===== src/rtl/tandy_scancode_sender.sv =====
// XT-style scancode/keybord_irq producer: buffers key events in a FIFO and frames each byte with an irq pulse.
// Optional auto-repeat of the last make event is enabled by defining TANDY_SENDER_TYPEMATIC_EN.
module tandy_scancode_sender #(
  parameter int          FIFO_DEPTH      = 8,
  parameter int          IRQ_HIGH_CYCLES = 2,
  parameter int          IRQ_GAP_CYCLES  = 2,
  parameter logic [15:0] TYPEMATIC_DELAY = 16'd500,
  parameter logic [15:0] TYPEMATIC_RATE  = 16'd100
) (
  input  logic       clock,
  input  logic       reset,
  input  logic       key_valid,
  input  logic [6:0] key_code,
  input  logic       key_extended,
  input  logic       key_break,
  output logic       key_ready,
  output logic [7:0] scancode,
  output logic       keybord_irq,
  output logic       busy,
  output logic       overflow
);
  localparam int AW = $clog2(FIFO_DEPTH);
  localparam logic [15:0] HI_LAST  = 16'(IRQ_HIGH_CYCLES - 1);
  localparam logic [15:0] GAP_LAST = 16'(IRQ_GAP_CYCLES - 1);

  typedef enum logic [2:0] {IDLE, PRE_HI, PRE_LO, CODE_HI, CODE_LO} state_t;

  state_t      state_q, state_d;
  logic [15:0] cnt_q, cnt_d;
  logic [8:0]  ent_q, ent_d;
  logic [7:0]  sc_q, sc_d;
  logic        irq_q, irq_d;
  logic        ovf_q, ovf_d;
  logic [AW:0] wr_ptr_q, wr_ptr_d, rd_ptr_q, rd_ptr_d;
  logic [8:0]  mem [FIFO_DEPTH];

  logic        fifo_empty, fifo_full, push, pop, launch, tm_fire;
  logic [8:0]  fifo_rd, launch_ent, held_ent;

  // Entry layout {ext, brk, code[6:0]}; the low byte is exactly the emitted code byte.
  assign fifo_empty = (wr_ptr_q == rd_ptr_q);
  assign fifo_full  = (wr_ptr_q[AW] != rd_ptr_q[AW]) && (wr_ptr_q[AW-1:0] == rd_ptr_q[AW-1:0]);
  assign fifo_rd    = mem[rd_ptr_q[AW-1:0]];
  assign push       = key_valid && !fifo_full;
  assign wr_ptr_d   = wr_ptr_q + {{AW{1'b0}}, push};
  assign rd_ptr_d   = rd_ptr_q + {{AW{1'b0}}, pop};
  assign ovf_d      = ovf_q | (key_valid & fifo_full);

  always_ff @(posedge clock) begin
    if (push) mem[wr_ptr_q[AW-1:0]] <= {key_extended, key_break, key_code};
  end

  always_comb begin
    state_d    = state_q;
    cnt_d      = cnt_q;
    ent_d      = ent_q;
    sc_d       = sc_q;
    irq_d      = irq_q;
    pop        = 1'b0;
    launch     = 1'b0;
    launch_ent = fifo_rd;
    case (state_q)
      IDLE: begin
        if (!fifo_empty) begin
          pop    = 1'b1;
          launch = 1'b1;
        end else if (tm_fire) begin
          launch     = 1'b1;
          launch_ent = held_ent;
        end
      end
      PRE_HI, CODE_HI: begin
        if (cnt_q == HI_LAST) begin
          cnt_d   = '0;
          irq_d   = 1'b0;
          state_d = (state_q == PRE_HI) ? PRE_LO : CODE_LO;
        end else begin
          cnt_d = cnt_q + 16'd1;
        end
      end
      PRE_LO: begin
        if (cnt_q == GAP_LAST) begin
          cnt_d   = '0;
          sc_d    = ent_q[7:0];
          irq_d   = 1'b1;
          state_d = CODE_HI;
        end else begin
          cnt_d = cnt_q + 16'd1;
        end
      end
      CODE_LO: begin
        if (cnt_q == GAP_LAST) begin
          cnt_d = '0;
          if (!fifo_empty) begin
            pop    = 1'b1;
            launch = 1'b1;
          end else begin
            state_d = IDLE;
          end
        end else begin
          cnt_d = cnt_q + 16'd1;
        end
      end
      default: state_d = IDLE;
    endcase
    // Start of an event: the first byte (E0 or code) goes out on the same edge as the pop.
    if (launch) begin
      ent_d = launch_ent;
      irq_d = 1'b1;
      cnt_d = '0;
      if (launch_ent[8]) begin
        state_d = PRE_HI;
        sc_d    = 8'hE0;
      end else begin
        state_d = CODE_HI;
        sc_d    = launch_ent[7:0];
      end
    end
  end

  always_ff @(posedge clock or posedge reset) begin
    if (reset) begin
      state_q  <= IDLE;
      cnt_q    <= '0;
      ent_q    <= '0;
      sc_q     <= '0;
      irq_q    <= 1'b0;
      ovf_q    <= 1'b0;
      wr_ptr_q <= '0;
      rd_ptr_q <= '0;
    end else begin
      state_q  <= state_d;
      cnt_q    <= cnt_d;
      ent_q    <= ent_d;
      sc_q     <= sc_d;
      irq_q    <= irq_d;
      ovf_q    <= ovf_d;
      wr_ptr_q <= wr_ptr_d;
      rd_ptr_q <= rd_ptr_d;
    end
  end

`ifdef TANDY_SENDER_TYPEMATIC_EN
  logic        held_vld_q, held_vld_d, tm_first_q, tm_first_d, tm_idle;
  logic [7:0]  held_q, held_d;
  logic [15:0] tm_cnt_q, tm_cnt_d;

  // Only a popped make arms the repeat; a popped break disarms it, a newer make replaces it.
  assign tm_idle  = (state_q == IDLE) && fifo_empty;
  assign tm_fire  = tm_idle && held_vld_q &&
                    (tm_cnt_q == ((tm_first_q ? TYPEMATIC_DELAY : TYPEMATIC_RATE) - 16'd1));
  assign held_ent = {held_q[7], 1'b0, held_q[6:0]};

  always_comb begin
    held_vld_d = held_vld_q;
    held_d     = held_q;
    tm_first_d = tm_first_q;
    tm_cnt_d   = tm_cnt_q;
    if (pop) begin
      held_vld_d = !fifo_rd[7];
      held_d     = {fifo_rd[8], fifo_rd[6:0]};
      tm_first_d = 1'b1;
      tm_cnt_d   = '0;
    end else if (tm_fire) begin
      tm_first_d = 1'b0;
      tm_cnt_d   = '0;
    end else if (tm_idle && held_vld_q) begin
      tm_cnt_d = tm_cnt_q + 16'd1;
    end else begin
      tm_cnt_d = '0;
    end
  end

  always_ff @(posedge clock or posedge reset) begin
    if (reset) begin
      held_vld_q <= 1'b0;
      held_q     <= '0;
      tm_first_q <= 1'b1;
      tm_cnt_q   <= '0;
    end else begin
      held_vld_q <= held_vld_d;
      held_q     <= held_d;
      tm_first_q <= tm_first_d;
      tm_cnt_q   <= tm_cnt_d;
    end
  end
`else
  logic tm_unused;
  assign tm_unused = ^{TYPEMATIC_DELAY, TYPEMATIC_RATE};
  assign tm_fire   = 1'b0;
  assign held_ent  = '0;
`endif

  assign key_ready   = !fifo_full;
  assign scancode    = sc_q;
  assign keybord_irq = irq_q;
  assign busy        = (state_q != IDLE) || !fifo_empty;
  assign overflow    = ovf_q;
endmodule

===== config.mk =====
export PLATFORM = sky130hd
export DESIGN_NAME = tandy_scancode_sender
export DESIGN_NICKNAME = d
export VERILOG_FILES = /design/src/rtl/tandy_scancode_sender.sv
export SDC_FILE = /design/constraint.sdc
export NUM_CORES = 1
export LEC_CHECK = 0
export BUFFER_PORTS_ARGS = -buffer_cell sky130_fd_sc_hd__buf_2
export CORE_ASPECT_RATIO = 0.6
export CORE_MARGIN = 4
export CORE_UTILIZATION = 40
export DETAILED_ROUTE_END_ITERATION = 10
export GPL_ROUTABILITY_DRIVEN = 0
export GPL_TIMING_DRIVEN = 0
export SYNTH_ARGS = -nofsm -noshare
export SYNTH_HDL_FRONTEND = slang
export SYNTH_SLANG_ARGS = --single-unit

===== constraint.sdc =====
create_clock -name clock -period 3.9 [get_ports clock]
set_clock_uncertainty 0.1 [all_clocks]
set_input_delay 0.39 -clock clock [delete_from_list [all_inputs] [get_ports clock]]
set_output_delay 0.39 -clock clock [all_outputs]
set_load 0.1 [all_outputs]

==> results of run 1 <==
==> stage by stage <==
| stage | util [%] | cells | setup slack, ns |
|---|---|---|---|
| floorplan | - | 344 | 0.8425 |
| detailed placement | 44.39 | 533 | 1.088 |
| CTS | 49.30 | 566 | 0.8454 |
| global route | 49.30 | 566 | 0.7345 |
| global placement | 44.14 | 532 | 0.7573 |
| finish | 49.30 | 566 | 0.9021 |
==> Yosys cell counts, drive strengths merged (2+ instances only) <==
cell type	n	area [um^2]
mux4	17	382.9
and3	3	18.77
and2	3	21.27
or4	3	22.52
nand2	14	52.55
buf	12	87.58
dfrtp	45	1126
xnor2	8	70.07
nor2	22	82.58
ha	6	75.07
xor2	9	78.83
mux2	11	123.9
a21boi	3	22.52
edfxtp	72	2162
inv	14	52.55
or3	4	26.28
o2bb2ai	5	43.79
o31ai	5	37.54
nand2b	4	25.02
a211oi	7	52.55
nand4	4	25.02
nor4	6	43.79
nor3	5	25.02
a21oi	7	35.03
clkbuf	7	26.28
o21ai	8	40.04
mux2i	10	100.1
nand3	8	40.04
a2bb2oi	4	35.03
and4	2	17.52
==> metal layers <==
metal  GRT usage [%]  share of wire [%]
met1           23.83                 52
met2           20.66                 41
met3           4.308                5.6
met4           5.511               0.97
met5               0                  0
==> power by group <==
group / switching (mW) / internal, mW
combinational: 1.19 / 0.674
clock: 0.604 / 0.957
sequential: 0.166 / 1.61
total: 1.96 / 3.24
==> repair_timing <==
| item | in CTS | in global routing |
|---|---|---|
| endpoints found under the hold margin | 5 | 0 |
| setup buffers | 0 | 0 |
| hold buffers | 1 | 0 |
| endpoints found under the setup margin | 0 | 0 |
==> cell families after synthesis <==
kind of cell             count (synthesis)  share of synthesized area [%]
flip-flops                             117                          64.62
AND/OR/NAND/NOR                         80                          8.139
AO/OA/AOI/OAI                           53                          7.647
multiplexers                            38                          11.93
buffers and inverters                   33                          3.270
XOR/XNOR                                17                          2.926
adder cells (fa/ha/maj)                  6                          1.475
==> layout make-up <==
class	count	area (um^2)
fillers	1057	6215
multi-input cells	194	1644
clock buffers	17	425.4
plain buffers	19	113.9
repair buffers	25	145.1
inverters	14	52.55
well taps	165	206.4
clock inverters	15	166.4
flip-flops and latches	117	3288
==> worst paths after layout <==
check | startpoint | end | slack, ns
max | rd_ptr_q[0] | busy | 0.90
min | key_valid | overflow | 0.13
max reg2reg | rd_ptr_q[0] | mem[7][1] | 1.00
min reg2reg | overflow | overflow | 0.37
max in group asynchronous | reset | scancode[6] | 2.93
min in group asynchronous | reset | wr_ptr_q[1] | 0.31
==> state kept, by name (all words and copies together) (netlist names) <==
register     flops
scancode         8
state_q          3
wr_ptr_q         4
cnt_q           16
keybord_irq      1
ent_q            8
rd_ptr_q         4
overflow         1
mem             72
==> critical path, stage by stage, from the launching register on <==
cell	delay, ns
dfrtp_1	0.39
buf_4	0.21
xor2_1	0.19
nor4_2	0.75
nand2_1	0.20
buf_2	0.36
==> metrics.md, run 1 <==
| Metric | Value |
|---|---|
| Status | finished, final reports clean |
| Mapped Area | 5089 um^2 |
| Vias after detailed routing | 3026 |
| WL final | 10490 um |
| Tcrit/Tclk final | slightly below 80% |
| Leak | 2.260 nW |
| Post_cts resized | 0 |
| Worst-path clk slew | 0.06 ns |
| Share of layout cells above drive strength 1 | 24.94% |
| Die area | roughly 15000 um^2 |
| Slew margin rel. | 16.50% |
| Worst Path Arrival | 2.51 ns |
| Area Growth Syn to Fin | 18.74% |
| Max Slew Vio Count | 0 |
| Req. time, crit path | between 3 and 4 ns |
| Worst setup SP type | flip-flop |
| Worst skew pair latency | 0.41 ns |
| Final hold violation count | 0 |
| RSZ-0062 raised after global routing | false |
| Worst Tran Pin Value | approximately 1.2 ns |
| Crit Path Category | reg -> out |
| WHS | 0.1311 ns |
| Peak VDD IR | 0.5917 mV |
| Pin count of the biggest net entering global routing | between 40 and 50 |
| Post-synth EDFFs | 72 |
| Total negative slack | 0 ns |
| Post-synth cell types | 52 |
| Critical Path Sink Type | primary output |
| Area of the core | approximately 12000 um^2 |
| Starting density of the core | 41.52% |
| # IOs | 24 |
| R2R cell count | 6 |
| Initial drt markers | 211 |
| Std-Cell Rows | 31 |
| Number of global-route vias before repair | 2884 |
| Syn Area/Cell | ~15 um^2 |
| Max-cap violation count | 0 |
| Initial antenna violation count | 0 |
| H-Tree Depth | 4 |
| Pwr Density | around 860 nW/um^2 |
| Post-Place Cell Area | 5440 um^2 |
| Synth warn | 0 |
| Most common cell after layout, fill and taps aside | edfxtp_1 |
| Setup-failing EPs final | 0 |
| CTS buffer count | 17 |
| Antenna fix cells | 0 |
| Final worst path period need | 2.998 ns |
| FMAX | 0.3336 GHz |
| IO Port Bufs | 23 |
| Hold Crit Depth | 3 |
| Root Buffer | clkbuf_16 |
| Gr usage total | between 10% and 20% |
| Synthesized instance count | 344 |
| Die height | 95.37 um |
| Vias/cell | 5.346 |
| Clock Sink Count | ~120 |
| Final total power | 5.205 mW |
| Fin nets | 406 |
| Hold WC Path Type | in -> reg |
| Commonest non-fill, non-tap cells in the layout | edfxtp_1 (72), dfrtp_1 (45), buf_2 (27), nor2_1 (22) |
| DP Wirelength | 7016 um |
| Antenna violation net count after detailed routing | 0 |
| Crit Path Max Fanout | 9 |
| CTS tree | built |
| Global-route wire length before repair | 16750 um |
| GR Overflow Total | 0 |
| Post-synth ARST share | 38.46% |
| Post-route cell area | roughly 6000 um^2 |
| Synth Net Count | 362 |
| Register area share after synthesis | approximately 65% |
| TritonRoute pass-1 iters | 4 |
| Die Wd | 153.6 um |
| Maximum clock path buffer count | 2 |
| DR DRC count | 0 |
| Synthesized flop and latch total | 117 |
| Main synth FF type | edfxtp_1 |
| Routed length per instance | 18.54 um |
Note: power is estimated with default switching activity, not from simulation.
==> run 2, diff against run 1 <==
==> constraint.sdc (replaced) <==
create_clock -name clock -period 2.41 [get_ports clock]
set_clock_uncertainty 0.1 [all_clocks]
set_input_delay 0.241 -clock clock [delete_from_list [all_inputs] [get_ports clock]]
set_output_delay 0.241 -clock clock [all_outputs]
set_load 0.1 [all_outputs]
==> metrics.md, run 2 (same netlist as run 1, synthesis figures left out) <==
| Metric | Value |
|---|---|
| Peak VDD IR | between 0.8 and 0.9 mV |
| Critical Path Sink Type | flip-flop |
| # IOs | 24 |
| Max incr delay on CP | approximately 0.51 ns |
| Die Wd | 153.6 um |
| Starting density of the core | 41.52% |
| IO Port Bufs | 23 |
| Sequential share of power | 31.8% |
| Hold endpoint | mem[7][1] |
| RSZ-0062 raised after global routing | true |
| Worst-path clk slew | 0.05 ns |
| Worst skew pair latency | 0.41 ns |
| Switch Pwr | 3.363 mW |
| Final worst path period need | 2.384 ns |
| CTS tree | built |
| Hold Crit Depth | 1 |
| Share of layout cells above drive strength 1 | 32.61% |
| Setup-failing EPs final | 0 |
| Root Buffer | clkbuf_16 |
| Area Growth Syn to Fin | 26.65% |
| Worst Path Arrival | between 2 and 2.5 ns |
| Antenna fix cells | 0 |
| Pin count of the biggest net entering global routing | 43 |
| DR DRC count | 0 |
| Initial antenna violation count | 0 |
| Final total power | 9.075 mW |
| FMAX | 0.4195 GHz |
| Top Layer Used | met4 |
| Maximum clock path buffer count | 2 |
| Initial drt markers | 278 |
| Worst setup SP type | flip-flop |
| Clock Power Share | 28.8% |
| Req. time, crit path | 2.48 ns |
| Gr usage total | between 15 and 20% |
| Placed cell count | between 500 and 600 |
| H-Tree Depth | 4 |
| Std-Cell Rows | 31 |
| Largest register FFs | 72 |
| Slew margin rel. | 50.42% |
| R2R Setup Slk | 0.03 ns |
| Leak | about 2.4 nW |
| Fin nets | between 400 and 500 |
| Max-cap violation count | 0 |
| Hold WC Path Type | in -> reg |
| Die height | approximately 95 um |
| Most common cell after layout, fill and taps aside | edfxtp_1 |
| Pwr Density | 1408 nW/um^2 |
| Logic pwr share | 39.4% |
| R2R cell count | 7 |
| Cell-internal power | between 5 and 6 mW |
| Clock Sink Count | 117 |
| Max Slew Vio Count | 0 |
| Worst r2r src | wr_ptr_q[2] |
| Crit Path Category | reg -> reg |
| Worst Tran Pin Value | 0.7437 ns |
| Vias/cell | 5.333 |
| GR Overflow Total | 0 |
| Wl on met1 | between 5000 and 6000 um |
| Commonest non-fill, non-tap cells in the layout | edfxtp_1 (72), dfrtp_1 (41), buf_2 (25), mux4_2 (17), clkbuf_16 (17) |
| Met2 Wirelength | 4743 um |
| Fill cell count | 1026 |
| Routed length per instance | 18.94 um |
| Vias after detailed routing | 3104 |
| Number of global-route vias before repair | 3185 |
| Antenna violation net count after detailed routing | 0 |
| FF-to-FF End | mem[0][1] |
| Die area | 14650 um^2 |
| TritonRoute pass-1 iters | 4 |
| WL final | approximately 11000 um |
| Status | finished, final reports clean |
| CP cell instances | buf_2 > xor2_4 > or4_4 > and2_4 > nand2b_1 > nor3_4 > buf_12 |
| Met3 WL | 581 um |
| CTS buffer count | 17 |
| Finished Layout Cells | 582 |
| Crit Path Max Fanout | 9 |
| DP Wirelength | 7111 um |
| Area of the core | 12260 um^2 |
| Global-route wire length before repair | 17700 um |
| Slowest-stage cell, CP | or4_4 |
| Sw Ratio | 37.06% |
| Worst Min Path Start | key_code[1] |
| Final hold violation count | 0 |
| Tcrit/Tclk final | between 90% and 100% |
[run 2: metal layers]
metal  vias to the layer above  track usage (%)
met1                      1570            24.27
met3                        10            4.853
met2                        76            22.70
met4                         0            5.290
met5                         -                0
li1                       1448                -
[run 2: area by class of cell]
type / instances / area [um^2] / share of cell area [%]
repair buffers: 43 / 326.6 / 5.067
flip-flops and latches: 117 / 3293 / 51.10
inverters: 14 / 52.55 / 0.8154
plain buffers: 16 / 120.1 / 1.864
clock inverters: 14 / 182.7 / 2.834
well taps: 165 / 206.4 / 3.203
clock buffers: 18 / 429.2 / 6.659
multi-input cells: 195 / 1834 / 28.46
[run 2: critical path: cells and delay by family (launching register included)]
| family | cells | cell delay [ns] |
|---|---|---|
| xor+xnor | 1 | 0.22 |
| buf+inv | 2 | 0.37 |
| flops | 1 | 0.35 |
| simple gates | 4 | 1.09 |
[run 2: stage by stage]
step                      hold WS (ns)  setup WS, ns  utilization (%)  TNS (ns)  instance area (um^2)
after global routing          0.005324      -0.05543            52.58   -0.8283                  6445
after floorplan                 0.2399       0.01737                -         0                  5112
after detailed placement       0.02334       -0.4194            44.50    -23.51                  5454
after CTS                     0.001116      -0.06909            51.16    -1.177                  6271
final                          0.01123       0.02647            52.58         0                  6445
after global placement          0.3552       -0.3887            44.33    -20.96                  5434
[run 2: timing repair]
item / CTS / global route
cloned: 1 / 0
endpoints found under the hold margin: 81 / 0
pin swaps: 4 / 5
endpoints found under the setup margin: 108 / 91
hold buffers: 7 / 0
setup buffers: 4 / 8
gates resized for setup: 21 / 28
[run 2: worst max-delay path by stage]
stage                            from     endpoint  cells after the start
final                     wr_ptr_q[2]    mem[0][1]                      7
after global routing      wr_ptr_q[2]    mem[1][1]                      7
after CTS                 wr_ptr_q[2]    mem[3][1]                      6
after detailed placement  rd_ptr_q[0]  rd_ptr_q[2]                      8
after global placement    rd_ptr_q[0]  rd_ptr_q[2]                      8
after floorplan           rd_ptr_q[0]  wr_ptr_q[2]                      7
[run 2: power groups by stage]
stage	sequential, mW	combinational [mW]	clock [mW]
final	2.88	3.57	2.62
after global routing	2.94	3.83	2.76
after CTS	2.89	3.29	2.66
after detailed placement	2.91	3.07	0
after global placement	2.89	3.01	0
after floorplan	3.32	1.92	0
==> run 3, diff against run 2 <==
--- a/config.mk
+++ b/config.mk
@@ -12,6 +12,7 @@
 export DETAILED_ROUTE_END_ITERATION = 10
 export GPL_ROUTABILITY_DRIVEN = 0
 export GPL_TIMING_DRIVEN = 0
+export HOLD_SLACK_MARGIN = 0.02
 export SYNTH_ARGS = -nofsm -noshare
 export SYNTH_HDL_FRONTEND = slang
 export SYNTH_SLANG_ARGS = --single-unit
==> constraint.sdc (replaced) <==
create_clock -name clock -period 2.03 [get_ports clock]
set_clock_uncertainty 0.1 [all_clocks]
set_input_delay 0.203 -clock clock [delete_from_list [all_inputs] [get_ports clock]]
set_output_delay 0.203 -clock clock [all_outputs]
set_load 0.1 [all_outputs]
==> metrics.md, run 3 (same netlist as run 1, synthesis figures left out) <==
| Metric | Value |
|---|---|
| Crit Path Category | reg -> reg |
| Pwr Density | 1660 nW/um^2 |
| Crit. path cell count | 7 |
| Number of global-route vias before repair | 3409 |
| Setup-failing EPs final | between 90 and 100 |
| Req. time, crit path | 2.09 ns |
| Die Wd | 153.6 um |
| Clock Sink Count | 117 |
| Failing checks | negative setup slack |
| CTS buffer count | 17 |
| H-Tree Depth | 4 |
| R2R cell count | 7 |
| Fin nets | 452 |
| Post-route core utilization | 57.62% |
| Worst setup SP type | flip-flop |
| DP Wirelength | 7388 um |
| Pin count of the biggest net entering global routing | 43 |
| Worst-path clk slew | approximately 0.050 ns |
| Final worst-path setup slack | -0.1543 ns |
| Initial antenna violation count | 0 |
| Root Buffer | clkbuf_16 |
| Starting density of the core | 41.52% |
| Antenna violation net count after detailed routing | 0 |
| Wl on met1 | 6171 um |
| Peak VDD IR | 1.210 mV |
| Die area | 14650 um^2 |
| Vias after detailed routing | between 3000 and 4000 |
| Share of layout cells above drive strength 1 | 44.30% |
| Final hold violation count | 0 |
| Slew margin rel. | 66.97% |
| Max incr delay on CP | ~0.57 ns |
| Tcrit/Tclk final | 107.6% |
| Post-Place Cell Area | between 5000 and 6000 um^2 |
| Maximum clock path buffer count | 2 |
| Critical Path Sink Type | flip-flop |
| Area Growth Syn to Fin | 38.78% |
| CTS tree | built |
| Final worst path period need | approximately 2.2 ns |
| Status | finished, violations left |
| Antenna fix cells | 0 |
| TritonRoute pass-1 iters | 5 |
| Worst Tran Pin Value | 0.4989 ns |
| Top delay family on crit path | simple AND/OR/NAND/NOR gates |
| Vias/cell | 5.324 |
| Max-cap violation count | 0 |
| Initial drt markers | 209 |
| DR DRC count | 0 |
| Gr usage total | between 10% and 20% |
| Most common cell after layout, fill and taps aside | edfxtp_1 |
| FMAX | 0.4578 GHz |
| Max Slew Vio Count | 0 |
| Global-route wire length before repair | 19520 um |
| WL final | 12170 um |
| Top Layer Used | met4 |
| Hold WC Path Type | in -> async |
| Largest register FFs | 72 |
| Worst skew pair latency | between 0.4 and 0.5 ns |
| GR Overflow Total | 0 |
| Fill cell count | 952 |
| Die height | 95.37 um |
| Met2 Wirelength | between 5000 and 6000 um |
| Most frequent CP cell | buf_12 |
| Routed length per instance | 19.88 um |
| Final total power | around 12 mW |
| Met3 WL | 602 um |
| Commonest non-fill, non-tap cells in the layout | edfxtp_1 (72), dfrtp_1 (37), buf_4 (26), buf_2 (23) |
| Area of the core | 12260 um^2 |
| # IOs | 24 |
| CP cell instances | buf_12 > xor2_4 > or4_4 > and2_4 > nand2b_4 > nor3_4 > buf_12 |
| CP bufs+invs | 2 |
| Total negative slack | -7.955 ns |
| Worst Path Arrival | between 2 and 2.5 ns |
| IO Port Bufs | 23 |
| Crit Path Max Fanout | 9 |
| Slowest-stage cell, CP | or4_4 |
| Post-route cell area | 7062 um^2 |
| Leak | 2.636 nW |
| RSZ-0062 raised after global routing | true |
| Std-Cell Rows | 31 |
[run 3: cell count changes in the layout (fill, tap and decap cells not counted), sizes merged, moves of 2 or more]
cell,change
buf,+23
dlygate4sd3,+4
nor2,+3
bufinv,-2
clkinvlp,+2
inv,+2
[run 3: per-stage QoR]
step | hold WS [ns] | setup slack, ns | cells
after detailed placement | -0.02201 | -0.5838 | 533
after global placement | 0.3536 | -0.4700 | 532
final | 0.1121 | -0.1543 | 612
after floorplan | 0.2019 | -0.2825 | 344
after global routing | 0.1238 | -0.2009 | 612
after CTS | 0.1013 | -0.1534 | 612
[run 3: worst paths after layout]
| check | from | slack [ns] | to |
|---|---|---|---|
| worst max-delay path | rd_ptr_q[0] | -0.15 | mem[0][3] |
| worst min-delay path | reset | 0.11 | overflow |
| worst max register to register | rd_ptr_q[0] | -0.15 | mem[0][3] |
| worst min register to register | ent_q[4] | 0.38 | ent_q[4] |
| max in group asynchronous | reset | 1.27 | state_q[0] |
| min in group clock | ent_q[4] | 0.38 | ent_q[4] |
[run 3: where the power goes]
group	internal [mW]	switching, mW
sequential	3.11	0.319
clock	1.81	1.09
combinational	2.34	3.05
total	7.26	4.46
[run 3: area by class of cell]
type	instances	area [um^2]	share of cell area (%)
Timing Repair Buffer	71	655.6	9.284
Multi-Input combinational cell	197	2108	29.85
Inverter	14	52.55	0.7442
Clock inverter	15	153.9	2.179
Clock buffer	17	425.4	6.024
Buffer	16	161.4	2.286
Tap cell	165	206.4	2.923
Sequential cell	117	3298	46.70
[run 3: repair_timing]
action,in CTS,in global routing
endpoints found under the hold margin,118,0
gates cloned,4,0
hold buffers,11,0
buffers inserted,33,5
endpoints found under the setup margin,113,114
pin swaps,24,8
gates resized for setup,63,24
[run 3: per-layer routing]
metal,vias to the layer above,track usage (%)
li1,1509,-
met1,1660,27.80
met2,85,25.33
met3,4,3.311
met4,0,5.878
met5,-,0
[run 3: tightest hold or removal path, delay by kind of cell]
family	cells	cell delay, ns
buffers and inverters	3	0.75
